[src/rtl/fetch_pc_unit_pkg.sv]
// Shared definitions for the instruction-fetch stage.
//   Default widths and constants for the PC register and IF/ID entry.
//   FSM state encoding used by fetch_pc_unit.
package fetch_pc_unit_pkg;

    localparam int unsigned    DefaultDataW    = 16;
    localparam logic [15:0]    DefaultResetPc  = 16'h0000;
    localparam int unsigned    DefaultPcStep   = 2;
    localparam logic [15:0]    DefaultNopInstr = 16'h0000;

    typedef enum logic [1:0] {
        S_BOOT = 2'd0,
        S_REQ  = 2'd1,
        S_WAIT = 2'd2,
        S_HOLD = 2'd3
    } fetch_state_e;

endpackage

[src/rtl/fetch_pc_unit_if.sv]
// Instruction-memory request/response bus.
//   imem_req    fetch request valid            (master -> slave)
//   imem_addr   fetch address                  (master -> slave)
//   imem_gnt    request accepted this cycle    (slave -> master)
//   imem_rvalid read data valid                (slave -> master)
//   imem_rdata  instruction word               (slave -> master)
interface fetch_pc_unit_if #(
    parameter int unsigned DATA_W = 16
);
    logic              imem_req;
    logic [DATA_W-1:0] imem_addr;
    logic              imem_gnt;
    logic              imem_rvalid;
    logic [DATA_W-1:0] imem_rdata;

    modport master (
        output imem_req,
        output imem_addr,
        input  imem_gnt,
        input  imem_rvalid,
        input  imem_rdata
    );

    modport slave (
        input  imem_req,
        input  imem_addr,
        output imem_gnt,
        output imem_rvalid,
        output imem_rdata
    );
endinterface

[src/rtl/fetch_skid_buf.sv]
// One-entry {pc, instr} holding buffer for a response that ID could not accept.
//   clk      clock
//   rst_n    asynchronous active-low reset
//   load_i   capture pc_i/instr_i, mark full
//   drain_i  entry consumed, mark empty
//   clear_i  flush (wins over load/drain)
//   valid_o  buffer holds an entry
//   pc_o     buffered PC
//   instr_o  buffered instruction
module fetch_skid_buf #(
    parameter int unsigned DATA_W = 16
) (
    input  logic              clk,
    input  logic              rst_n,
    input  logic              load_i,
    input  logic              drain_i,
    input  logic              clear_i,
    input  logic [DATA_W-1:0] pc_i,
    input  logic [DATA_W-1:0] instr_i,
    output logic              valid_o,
    output logic [DATA_W-1:0] pc_o,
    output logic [DATA_W-1:0] instr_o
);

    logic              valid_q, valid_d;
    logic [DATA_W-1:0] pc_q, pc_d;
    logic [DATA_W-1:0] instr_q, instr_d;

    always_comb begin
        valid_d = valid_q;
        pc_d    = pc_q;
        instr_d = instr_q;
        if (clear_i) begin
            valid_d = 1'b0;
        end else if (load_i) begin
            valid_d = 1'b1;
            pc_d    = pc_i;
            instr_d = instr_i;
        end else if (drain_i) begin
            valid_d = 1'b0;
        end
    end

    always_ff @(posedge clk or negedge rst_n) begin
        if (!rst_n) begin
            valid_q <= 1'b0;
            pc_q    <= '0;
            instr_q <= '0;
        end else begin
            valid_q <= valid_d;
            pc_q    <= pc_d;
            instr_q <= instr_d;
        end
    end

    assign valid_o = valid_q;
    assign pc_o    = pc_q;
    assign instr_o = instr_q;

endmodule

[src/rtl/fetch_pc_unit.sv]
// Instruction-fetch stage: PC register, single-outstanding imem fetch FSM, IF/ID register.
//   clk, rst_n   clock, asynchronous active-low reset
//   npc_in       next PC from the external 2:1 mux (pc_plus or branch target)
//   redirect     branch taken: flush IF/ID and load npc_in immediately
//   stall        ID cannot accept a new IF/ID entry
//   imem         instruction-memory bus (master side)
//   pc_q         current PC
//   pc_plus      pc_q + PC_STEP, wraps modulo 2^DATA_W
//   if_id_*      IF/ID pipeline register
module fetch_pc_unit
    import fetch_pc_unit_pkg::*;
#(
    parameter int unsigned       DATA_W    = DefaultDataW,
    parameter logic [DATA_W-1:0] RESET_PC  = DefaultResetPc,
    parameter int unsigned       PC_STEP   = DefaultPcStep,
    parameter logic [DATA_W-1:0] NOP_INSTR = DefaultNopInstr
) (
    input  logic                clk,
    input  logic                rst_n,
    input  logic [DATA_W-1:0]   npc_in,
    input  logic                redirect,
    input  logic                stall,
    fetch_pc_unit_if.master     imem,
    output logic [DATA_W-1:0]   pc_q,
    output logic [DATA_W-1:0]   pc_plus,
    output logic                if_id_valid,
    output logic [DATA_W-1:0]   if_id_pc,
    output logic [DATA_W-1:0]   if_id_instr
);

    fetch_state_e      state_q, state_d;
    logic              kill_q, kill_d;
    logic [DATA_W-1:0] pc_d;
    logic              if_id_valid_d;
    logic [DATA_W-1:0] if_id_pc_d, if_id_instr_d;

    logic              acc;
    logic              skid_load, skid_drain, skid_clear;
    logic              skid_valid;
    logic [DATA_W-1:0] skid_pc, skid_instr;

    assign pc_plus        = pc_q + DATA_W'(PC_STEP);
    assign acc            = !stall || !if_id_valid;
    assign imem.imem_req  = (state_q == S_REQ);
    assign imem.imem_addr = pc_q;

    fetch_skid_buf #(
        .DATA_W (DATA_W)
    ) u_skid (
        .clk     (clk),
        .rst_n   (rst_n),
        .load_i  (skid_load),
        .drain_i (skid_drain),
        .clear_i (skid_clear),
        .pc_i    (pc_q),
        .instr_i (imem.imem_rdata),
        .valid_o (skid_valid),
        .pc_o    (skid_pc),
        .instr_o (skid_instr)
    );

    always_comb begin
        state_d       = state_q;
        kill_d        = kill_q;
        pc_d          = pc_q;
        if_id_valid_d = if_id_valid;
        if_id_pc_d    = if_id_pc;
        if_id_instr_d = if_id_instr;
        skid_load     = 1'b0;
        skid_drain    = 1'b0;
        skid_clear    = 1'b0;

        // ID consumed the entry; a load below may refill it this cycle.
        if (!stall) begin
            if_id_valid_d = 1'b0;
            if_id_instr_d = NOP_INSTR;
        end

        if (redirect) begin
            pc_d          = npc_in;
            if_id_valid_d = 1'b0;
            if_id_instr_d = NOP_INSTR;
            skid_clear    = 1'b1;
            unique case (state_q)
                S_BOOT: state_d = S_REQ;
                S_REQ: begin
                    // Request to the old PC is already accepted: discard its response.
                    if (imem.imem_gnt) begin
                        state_d = S_WAIT;
                        kill_d  = 1'b1;
                    end
                end
                S_WAIT: begin
                    if (imem.imem_rvalid) begin
                        state_d = S_REQ;
                        kill_d  = 1'b0;
                    end else begin
                        kill_d  = 1'b1;
                    end
                end
                S_HOLD: state_d = S_REQ;
            endcase
        end else begin
            unique case (state_q)
                S_BOOT: state_d = S_REQ;
                S_REQ: begin
                    if (imem.imem_gnt) begin
                        state_d = S_WAIT;
                    end
                end
                S_WAIT: begin
                    if (imem.imem_rvalid) begin
                        if (kill_q) begin
                            kill_d  = 1'b0;
                            state_d = S_REQ;
                        end else if (acc) begin
                            if_id_valid_d = 1'b1;
                            if_id_pc_d    = pc_q;
                            if_id_instr_d = imem.imem_rdata;
                            pc_d          = npc_in;
                            state_d       = S_REQ;
                        end else begin
                            skid_load = 1'b1;
                            state_d   = S_HOLD;
                        end
                    end
                end
                S_HOLD: begin
                    if (acc && skid_valid) begin
                        if_id_valid_d = 1'b1;
                        if_id_pc_d    = skid_pc;
                        if_id_instr_d = skid_instr;
                        pc_d          = npc_in;
                        skid_drain    = 1'b1;
                        state_d       = S_REQ;
                    end
                end
            endcase
        end
    end

    always_ff @(posedge clk or negedge rst_n) begin
        if (!rst_n) begin
            state_q     <= S_BOOT;
            kill_q      <= 1'b0;
            pc_q        <= RESET_PC;
            if_id_valid <= 1'b0;
            if_id_pc    <= '0;
            if_id_instr <= NOP_INSTR;
        end else begin
            state_q     <= state_d;
            kill_q      <= kill_d;
            pc_q        <= pc_d;
            if_id_valid <= if_id_valid_d;
            if_id_pc    <= if_id_pc_d;
            if_id_instr <= if_id_instr_d;
        end
    end

endmodule
[src/flat_wrapper.sv]
// flat-port wrapper written by rule: the top's interface ports become plain ports
module fetch_pc_unit_flat import fetch_pc_unit_pkg::*;
#(
    parameter int unsigned       DATA_W    = DefaultDataW,
    parameter logic [DATA_W-1:0] RESET_PC  = DefaultResetPc,
    parameter int unsigned       PC_STEP   = DefaultPcStep,
    parameter logic [DATA_W-1:0] NOP_INSTR = DefaultNopInstr
)
  (clk, rst_n, npc_in, redirect, stall, pc_q, pc_plus, if_id_valid, if_id_pc, if_id_instr, imem_imem_req, imem_imem_addr, imem_imem_gnt, imem_imem_rvalid, imem_imem_rdata);
  fetch_pc_unit_if #(.DATA_W(DATA_W)) imem_i ();
  input  logic clk;
  input  logic rst_n;
  input  logic [DATA_W-1:0] npc_in;
  input  logic redirect;
  input  logic stall;
  output logic [DATA_W-1:0] pc_q;
  output logic [DATA_W-1:0] pc_plus;
  output logic if_id_valid;
  output logic [DATA_W-1:0] if_id_pc;
  output logic [DATA_W-1:0] if_id_instr;
  output wire logic [$bits(imem_i.imem_req)-1:0] imem_imem_req;
  output wire logic [$bits(imem_i.imem_addr)-1:0] imem_imem_addr;
  input wire logic [$bits(imem_i.imem_gnt)-1:0] imem_imem_gnt;
  input wire logic [$bits(imem_i.imem_rvalid)-1:0] imem_imem_rvalid;
  input wire logic [$bits(imem_i.imem_rdata)-1:0] imem_imem_rdata;
  assign imem_imem_req = imem_i.imem_req;
  assign imem_imem_addr = imem_i.imem_addr;
  assign imem_i.imem_gnt = imem_imem_gnt;
  assign imem_i.imem_rvalid = imem_imem_rvalid;
  assign imem_i.imem_rdata = imem_imem_rdata;
  fetch_pc_unit #(.DATA_W(DATA_W), .RESET_PC(RESET_PC), .PC_STEP(PC_STEP), .NOP_INSTR(NOP_INSTR)) u_core (.clk(clk), .rst_n(rst_n), .npc_in(npc_in), .redirect(redirect), .stall(stall), .imem(imem_i), .pc_q(pc_q), .pc_plus(pc_plus), .if_id_valid(if_id_valid), .if_id_pc(if_id_pc), .if_id_instr(if_id_instr));
endmodule
[config.mk]
export PLATFORM = sky130hd
export DESIGN_NAME = fetch_pc_unit_flat
export DESIGN_NICKNAME = d
export VERILOG_FILES = /design/src/rtl/fetch_pc_unit_pkg.sv /design/src/rtl/fetch_pc_unit_if.sv /design/src/rtl/fetch_skid_buf.sv /design/src/rtl/fetch_pc_unit.sv /design/src/flat_wrapper.sv
export SDC_FILE = /design/constraint.sdc
export NUM_CORES = 1
export LEC_CHECK = 0
export CAP_MARGIN = 5
export CORE_MARGIN = 2
export CORE_UTILIZATION = 48
export DETAILED_ROUTE_END_ITERATION = 8
export PLACE_DENSITY = 0.86
export RECOVER_POWER = 50
export SLEW_MARGIN = 10
export SYNTH_ARGS = -nofsm -noshare
export SYNTH_HDL_FRONTEND = slang
export SYNTH_SLANG_ARGS = --single-unit
[constraint.sdc]
create_clock -name clk -period 2.7 [get_ports clk]
set_input_delay 0.54 -clock clk [delete_from_list [all_inputs] [get_ports clk]]
set_output_delay 0.54 -clock clk [all_outputs]
set_load 0.02 [all_outputs]
==> results_dict.tcl <==
set metrics [dict create \
    ys.flop_type "dfrtp_1" \
    ir_drop_uv 547 \
    pin_count 120 \
    status "finished with violations" \
    rr_worst_depth 5 \
    place_congestion 0.884 \
    power_switching_share_pct 38.5 \
    htree_levels 3 \
    setup_viol 0 \
    nNetsFinal 488 \
    p_seq_share_pct 38.5 \
    timing.rr.end "u_core.if_id_instr[4]" \
    required_ps 2160 \
    fin_crit_ps 2560 \
    cts_buffer_depth 2 \
    crit_fanout 4 \
    timing.fmax_ghz 0.391 \
    start_kind "register" \
    coreArea_sq_um 8220 \
    finClkSkew_ps 13.7 \
    crit_path_end_kind "output port" \
    synth_common_cells "dfrtp_1 (85), mux2_2 (38), nor2_1 (24)" \
    tritoncts "built" \
    gr-total-overflow 0 \
    synth-edff-count 0 \
    post-route-period-util_pct 94.6 \
    async_reset_ff_share_pct 100 \
    clock_sinks 85 \
    criticalPathCategory "reg -> out" \
    antenna_found_initial 0 \
    hp-class "reg -> reg" \
    setup_slack_ps 145 \
    clk_pin_slew_ps 100 \
    holdPathEnd "u_core.if_id_instr[6]" \
    rows 33 \
    cts_buffers 9 \
    synth-seq-cells 85 \
    syn_area_per_cell_sq_um 12.1 \
    worstHoldPathCells 1 \
    grt_max_degree 46 \
    maxSlewHeadroom_pct -50.4 \
    drtIter0Drc 89 \
    power_mw 4.34 \
    crit_arrival_ps 2020 \
    fin_setup_tns_ps 0 \
    tightest_slew_ps 2260 \
    internal-power_mw 2.67 \
    die_y_microns 96.2 \
    cap_viol_max_count 1 \
    antennaDiodeCount 0 \
    syn_area_sq_um 4080 \
    yosysWarnings 0 \
    drv_slew 41 \
    grt_pass1_wl_microns 15400 \
    wl_per_cell_microns 17.3 \
    first_pass_iters 4 \
    violations "max-capacitance violations, max-slew violations" \
    num_vias 3034 \
    ctsRootBufferMaster "clkbuf_8" \
    place_ws_ps 107 \
    die_w_microns 96.2 \
    synthToLayoutAreaGrowth_pct 35.0 \
    ys_seq_area_share_pct 52.1 \
    viasPerCell 5.46 \
    combPwrFrac_pct 41.7 \
    syn_inst 337 \
    p_per_area_nw_per_um2 787 \
    synth.top_cell.area_share_pct 52.1 \
    fp.dieArea_sq_um 9260 \
    rsz0062_at_grt "no" \
    yosys.area.top_type "dfrtp_1" \
    ant_nets 0 \
    drt-total-wl_microns 9600 \
    yosysUniqueCellTypes 39 \
    p_clk_share_pct 19.8 \
    initial_core_util_pct 49.7 \
    rr_startpoint "u_core.state_q[1]" \
    hpwlAfterDp_microns 6650 \
    yosys-top-cells-area "dfrtp_1 (52%), mux2_2 (10%), mux2i_1 (4.2%)" \
    drc 0 \
    fin_hold_ws_ps 494 \
    critPathLaunch "u_core.imem.imem_addr[2]" \
    grt_pass1_vias 3055 \
    io_buffers 119 \
    r2r_slack_ps 240 \
    p_leak_nw 2.42 \
    track_usage_pct 21.8 \
    finalHoldViolCount 0 \
    postCtsSetupBuffers 0 \
    synth_most_common_cell "dfrtp_1" \
    p_switching_mw 1.67 \
    clk_latency_ps 350 \
    hp-start "u_core.if_id_instr[6]" \
    drive_above_1_share_pct 20.4 \
    syn-num-nets 379 \
]
## critical path, stage by stage (launching register included)
cell,delay (ps)
dfrtp_1,370
ha_1,220
nand4_1,210
nor2_4,210
nand4_1,130
xnor2_1,170
dlygate4sd2_1,350
## cells in the final DEF, fill, tap and decap left out, drive strengths merged, types with 2 or more instances in the layout
cell type | synthesis | final
o21ai | 5 | 5
clkinvlp | 0 | 3
buf | 32 | 14
clkdlybuf4s50 | 0 | 74
a21oi | 20 | 20
clkbuf | 5 | 14
a22oi | 16 | 16
mux2i | 17 | 17
dlygate4sd2 | 0 | 5
mux2 | 48 | 48
nand4b | 2 | 2
a211oi | 4 | 4
nand2 | 8 | 8
nor2 | 25 | 25
nor3 | 2 | 2
dfrtp | 85 | 85
inv | 8 | 11
o2bb2ai | 15 | 15
dlymetal6s2s | 0 | 2
nand4 | 3 | 3
nor2b | 5 | 5
xor2 | 4 | 4
a21o | 2 | 2
xnor2 | 9 | 9
nand3 | 6 | 6
dlygate4sd3 | 0 | 35
ha | 4 | 4
## sequential cells by signal, indices dropped and copies added, names as in the netlist
signal,flops
u_core.u_skid.valid_o,1
u_core.if_id_pc,16
u_core.if_id_instr,16
u_core.if_id_valid,1
u_core.kill_q,1
u_core.imem.imem_addr,16
u_core.state_q,2
u_core.u_skid.pc_o,16
u_core.u_skid.instr_o,16
## cell families after synthesis
group / share of synthesized area (%)
DFF: 52.1
AOI/OAI and AO/OA: 12.5
muxes: 18.3
and+or+nand+nor: 6.56
buffers and inverters: 6.56
xor gates and xnor gates: 2.79
adders and majority gates: 1.23
## per-stage QoR
stage | cell area (sq um) | utilization [%] | cells
final | 5510 | 67.1 | 556
after global routing | 5510 | 67.1 | 556
after CTS | 5520 | 67.2 | 556
after detailed placement | 5330 | 64.8 | 540
after global placement | 5330 | 64.8 | 540
after floorplan | 4080 | - | 337
## worst max path at each step
stage / cells after the start / endpoint / slack, ps
floorplan: 5 / pc_plus[11] / 470
global placement: 4 / u_core.if_id_instr[15] / 190
detailed placement: 4 / u_core.if_id_instr[2] / 110
CTS: 5 / pc_plus[7] / 40
global route: 6 / pc_plus[14] / 20
finish: 6 / pc_plus[15] / 140
## repair_timing
item                                    in CTS  in global routing
endpoints found under the setup margin       7                  6
hold buffers                                 0                  0
resized for setup                           13                  7
pin swaps                                    0                  0
hold endpoints to repair                     0                  0
## power by group through the flow
stage               Combinational (mW)  Clock (mW)  Sequential [mW]
global route                      1.94       0.948             1.70
global placement                  1.85           0             1.68
CTS                               1.88       0.877             1.67
detailed placement                1.89           0             1.69
floorplan                        0.865           0             1.88
finish                            1.81       0.859             1.67
## layout make-up
type | instances | area [sq um]
timing repair buffer | 135 | 1310
clock buffer | 9 | 124
multi-input combinational | 207 | 1720
inverter | 8 | 30.0
clock inverter | 7 | 67.6
sequential | 85 | 2130
tap | 105 | 131
fill | 602 | 2700
## routing by layer
| metal | track usage [%] | routed length, microns | up-vias | part of all wire (%) |
|---|---|---|---|---|
| met5 | 0 | 0 | - | 0 |
| met4 | 5.36 | 99 | 0 | 1.0 |
| met3 | 6.42 | 690 | 11 | 7.2 |
| met2 | 35.4 | 4670 | 116 | 49 |
| met1 | 28.9 | 4140 | 1499 | 43 |
| li1 | - | - | 1408 | - |
(Power assumes the default switching activity.)
==> edit 1: new RTL, config.mk and constraints unchanged <==
The 4 states of `fetch_state_e` get a one-hot encoding in 4 bits.
--- a/src/rtl/fetch_pc_unit_pkg.sv
+++ b/src/rtl/fetch_pc_unit_pkg.sv
@@ -10,7 +10,7 @@
 
-    typedef enum logic [1:0] {
-        S_BOOT = 2'd0,
-        S_REQ  = 2'd1,
-        S_WAIT = 2'd2,
-        S_HOLD = 2'd3
+    typedef enum logic [3:0] {
+        S_BOOT = 4'b0001,
+        S_REQ  = 4'b0010,
+        S_WAIT = 4'b0100,
+        S_HOLD = 4'b1000
     } fetch_state_e;
Check against the original RTL: no difference found for any inputs over 4 cycles, from zero or initial values and one cycle with rst_n low; so few cycles prove little.
==> edit 1 against the unedited design <==
  * Power grew 12%
  * Sequential cell count grew 2
  * Largest cell class unchanged
  * Final area grew 3.4%
  * Setup slack lost 0.055 ns
  * Wire length grew 9.9%
  * Synthesized area grew 3.9%
  * Critical path depth shrank 2
  * Sequential share of layout area shrank 0.41 points
  * Clock skew shrank 0.0057 ns
  * Via count grew 10%
==> edit 1: results (changes against the unedited design) <==
<table>
<tr><th>Metric</th><th>Value</th></tr>
<tr><th colspan="2">Place</th></tr>
<tr><td>Final weighted congestion of routability-driven global placement</td><td>0.823 (-6.9%)</td></tr>
<tr><td>Post-Place Worst Slack</td><td>0.192 ns (+0.0853 ns)</td></tr>
<tr><th colspan="2">GRT</th></tr>
<tr><td>GR Layer Usage met1</td><td>28.6% (-0.25 points)</td></tr>
<tr><td>Met2 usage in global routing</td><td>38.0% (+2.7 points)</td></tr>
<tr><td>GRT Overall Usage</td><td>22.5% (+0.68 points)</td></tr>
<tr><td>Wire length of the first global-routing pass</td><td>17,400 um (+13%)</td></tr>
<tr><th colspan="2">Routing</th></tr>
<tr><td>Drt first pass iters</td><td>5 (+1)</td></tr>
<tr><td>Length of routed wiring on met1</td><td>4380 um (+5.6%)</td></tr>
<tr><td>Routed wl met3</td><td>711 um (+3.0%)</td></tr>
<tr><th colspan="2">Setup path</th></tr>
<tr><td>Highest cell delay on the worst timing path</td><td>0.63 ns (+0.26 ns)</td></tr>
<tr><td>Setup crit end</td><td>pc_plus[5]</td></tr>
<tr><td>Timing startpoint of the critical path</td><td>u_core.imem.imem_addr[1]</td></tr>
<tr><td>Reg2Reg Capture Point</td><td>u_core.if_id_instr[3]</td></tr>
<tr><td>Critical-path maximum fanout</td><td>6 (+2)</td></tr>
<tr><th colspan="2">Pwr</th></tr>
<tr><td>Switching Fraction</td><td>37.2% (-1.3 points)</td></tr>
<tr><td>VDD IR-drop max</td><td>475 uV (-13%)</td></tr>
<tr><th colspan="2">Synthesis</th></tr>
<tr><td>Adder and majority cell fraction of the synthesized area</td><td>0.295% (-0.93 points)</td></tr>
<tr><td>Commonest cells in the synthesized netlist</td><td>sky130_fd_sc_hd__dfrtp_1, sky130_fd_sc_hd__mux2_2, sky130_fd_sc_hd__nand2_1</td></tr>
<tr><td>Compound-cell area share of the yosys netlist</td><td>15.4% (+2.9 points)</td></tr>
<tr><td>Xor/xnor share of the synthesized area</td><td>2.89% (+0.10 points)</td></tr>
<tr><td>Multiplexer area fraction after synthesis</td><td>14.1% (-4.2 points)</td></tr>
<tr><td>Synthesized netlist net count</td><td>406 (+7.1%)</td></tr>
<tr><td>Largest cells by area after synthesis</td><td>sky130_fd_sc_hd__dfrtp_1, sky130_fd_sc_hd__mux2_2, sky130_fd_sc_hd__a31oi_1</td></tr>
<tr><th colspan="2">Job</th></tr>
<tr><td>Max-cap viol count</td><td>0 (-1)</td></tr>
<tr><th colspan="2">Final layout</th></tr>
<tr><td>Filler cells</td><td>667 (+11%)</td></tr>
<tr><td>Share of cells above drive strength 1</td><td>20.9% (+0.52 points)</td></tr>
<tr><th colspan="2">Run status</th></tr>
<tr><td>Outcome</td><td>completed</td></tr>
</table>
## edit 1: cell types whose count changed in the layout (fill, tap and decap cells not counted), sizes merged, moves of 7 or more
cell,unedited run,this run
a31oi,1,34
buf,14,21
mux2i,17,1
nand2,8,39
nor2,25,1
o211ai,1,10
o2bb2ai,15,8
## edit 1: cell families (layout without fill, tap and decap cells)
| group | Yosys count | count (layout) |
|---|---|---|
| buf+inv | 51 | 162 |
| compound gates | 94 | 94 |
| flops | 87 | 87 |
| fa+ha+maj | 1 | 1 |
| mux | 50 | 50 |
| simple gates | 70 | 70 |
| xor+xnor | 14 | 14 |
## edit 1: cell type report
cell class | instances | share of cell area (%)
Sequential cell | 87 | 38.3
Multi-Input combinational cell | 229 | 31.3
Timing Repair Buffer | 142 | 23.9
Clock buffer | 10 | 2.41
Tap cell | 108 | 2.37
Clock inverter | 5 | 1.43
Inverter | 5 | 0.329
## edit 1: power by group through the flow
stage	Sequential, mW	Combinational [mW]	Clock [mW]
after global placement	1.77	2.10	0
after CTS	1.77	2.15	1.03
after floorplan	1.97	1.05	0
final	1.76	2.09	1.01
after detailed placement	1.79	2.14	0
after global routing	1.80	2.25	1.07
## edit 1: worst min-delay path by stage
stage,from,endpoint,slack [ns],cells past startpoint
after global routing,u_core.u_skid.instr_o[5],u_core.u_skid.instr_o[5],0.52,1
after detailed placement,u_core.if_id_instr[9],u_core.if_id_instr[9],0.49,1
after floorplan,rst_n,u_core.if_id_instr[0],0.24,0
after global placement,u_core.if_id_instr[6],u_core.if_id_instr[6],0.48,1
after CTS,rst_n,u_core.u_skid.instr_o[11],0.22,1
final,rst_n,u_core.u_skid.instr_o[11],0.42,1
## edit 1: what timing repair did
action / 4_1_cts / 5_1_grt
resized for setup: 6 / 9
setup buffers: 0 / 0
endpoints found under the setup margin: 9 / 9
==> edit 2: new RTL, same flow settings <==
Without the edit above. The package constant `DefaultDataW` goes from 16 to 8.
--- a/src/rtl/fetch_pc_unit_pkg.sv
+++ b/src/rtl/fetch_pc_unit_pkg.sv
@@ -5,3 +5,3 @@
 
-    localparam int unsigned    DefaultDataW    = 16;
+    localparam int unsigned    DefaultDataW    = 8;
     localparam logic [15:0]    DefaultResetPc  = 16'h0000;
Ports: changed (7 resized); port bits go from 120 to 64. The function was not compared with the original's and may differ.
==> edit 2 against the unedited design <==
  * Sequential cell count fell by 40
  * Global-route usage decreased by 2.2 points
  * Core utilization shrank 1.2 points
  * Via count shrank 48%
  * Largest cell class unchanged
  * Synthesized area fell by 46%
  * First-iteration DRC count grew 21%
  * Wire length shrank 52%
  * Final area decreased by 48%
  * Power shrank 47%
  * Setup slack better by 0.036 ns
  * Count of clock-buffer cells in the layout down 2
==> edit 2: results (changes against the unedited design) <==
<table>
<tr><th>Metric</th><th>Value</th></tr>
<tr><th colspan="2">Run status</th></tr>
<tr><td>Outcome</td><td>completed</td></tr>
<tr><th colspan="2">Synthesis</th></tr>
<tr><td>Sequential area share after synthesis</td><td>50.9% (-1.2 points)</td></tr>
<tr><td>Number of distinct standard cells referenced by the synthesized netlist</td><td>35 (-10%)</td></tr>
<tr><td>Multiplexer area fraction after synthesis</td><td>16.7% (-1.6 points)</td></tr>
<tr><th colspan="2">Setup path</th></tr>
<tr><td>CP delay by family, top</td><td>buffers and inverters</td></tr>
<tr><td>Timing startpoint of the critical path</td><td>u_core.imem.imem_addr[1]</td></tr>
<tr><td>Critical-path maximum fanout</td><td>9 (+5)</td></tr>
<tr><td>Slowest library cell on the worst path</td><td>sky130_fd_sc_hd__clkdlybuf4s50_1</td></tr>
<tr><td>Critical path arrival</td><td>1.98 ns (-0.04 ns)</td></tr>
<tr><td>Cells on worst reg2reg path</td><td>6 (+1)</td></tr>
<tr><td>Launch instance of the worst register-to-register path</td><td>u_core.state_q[0]</td></tr>
<tr><th colspan="2">Place</th></tr>
<tr><td>Placed insts</td><td>284 (-47%)</td></tr>
<tr><td># port buffers</td><td>63 (-47%)</td></tr>
<tr><td>Standard cell area after detailed placement</td><td>2810 um^2 (-47%)</td></tr>
<tr><td>Post-Place Worst Slack</td><td>0.405 ns (+0.298 ns)</td></tr>
<tr><th colspan="2">Routing</th></tr>
<tr><td>Detail Route met2 WL</td><td>2210 um (-53%)</td></tr>
<tr><td>Mean number of vias per cell</td><td>5.43 (-0.56%)</td></tr>
<tr><td>Initial DRC Count</td><td>108 (+21%)</td></tr>
<tr><th colspan="2">GRT</th></tr>
<tr><td>GR Layer Usage met1</td><td>26.9% (-1.9 points)</td></tr>
<tr><td>Global-route track usage on met3</td><td>3.75% (-2.7 points)</td></tr>
<tr><th colspan="2">STA</th></tr>
<tr><td>Measured slew at the worst slew-check pin</td><td>1.11 ns (-1.15 ns)</td></tr>
<tr><td>Slew Limit Fails</td><td>0 (-100%)</td></tr>
<tr><td>Worst Skew</td><td>0.00504 ns (-0.00866 ns)</td></tr>
<tr><th colspan="2">CTS</th></tr>
<tr><td>Number of buffers inserted during clock tree synthesis</td><td>5 (-4)</td></tr>
<tr><td>Insertion delay of the later-clocked pin in the worst-skew pair</td><td>0.29 ns (-0.06 ns)</td></tr>
<tr><td>CTS HTree Levels</td><td>2 (-1)</td></tr>
<tr><th colspan="2">Hold path</th></tr>
<tr><td>Hold Crit Class</td><td>input pin to async pin</td></tr>
</table>
## edit 2: logic make-up after synthesis
group | after synthesis
AO/OA/AOI/OAI | 39
XOR/XNOR | 5
adder cells (fa/ha/maj) | 4
buffers and inverters | 23
flip-flops | 45
multiplexers | 34
AND/OR/NAND/NOR | 32
## edit 2: layout make-up
cell class              instances  area [um^2]
repair buffers                 67          652
inverters                       6         22.5
multi-input cells             114          938
flip-flops and latches         45         1130
well taps                      52         65.1
clock buffers                   7         86.3
fillers                       336         1490
## edit 2: power by group through the flow
| stage | Sequential, mW | Clock [mW] | Combinational (mW) |
|---|---|---|---|
| 2_1_floorplan | 0.996 | 0 | 0.526 |
| 3_3_place_gp | 0.907 | 0 | 1.01 |
| 3_5_place_dp | 0.914 | 0 | 1.02 |
| 4_1_cts | 0.901 | 0.433 | 1.03 |
| 5_1_grt | 0.920 | 0.462 | 1.07 |
| 6_report | 0.895 | 0.422 | 0.995 |
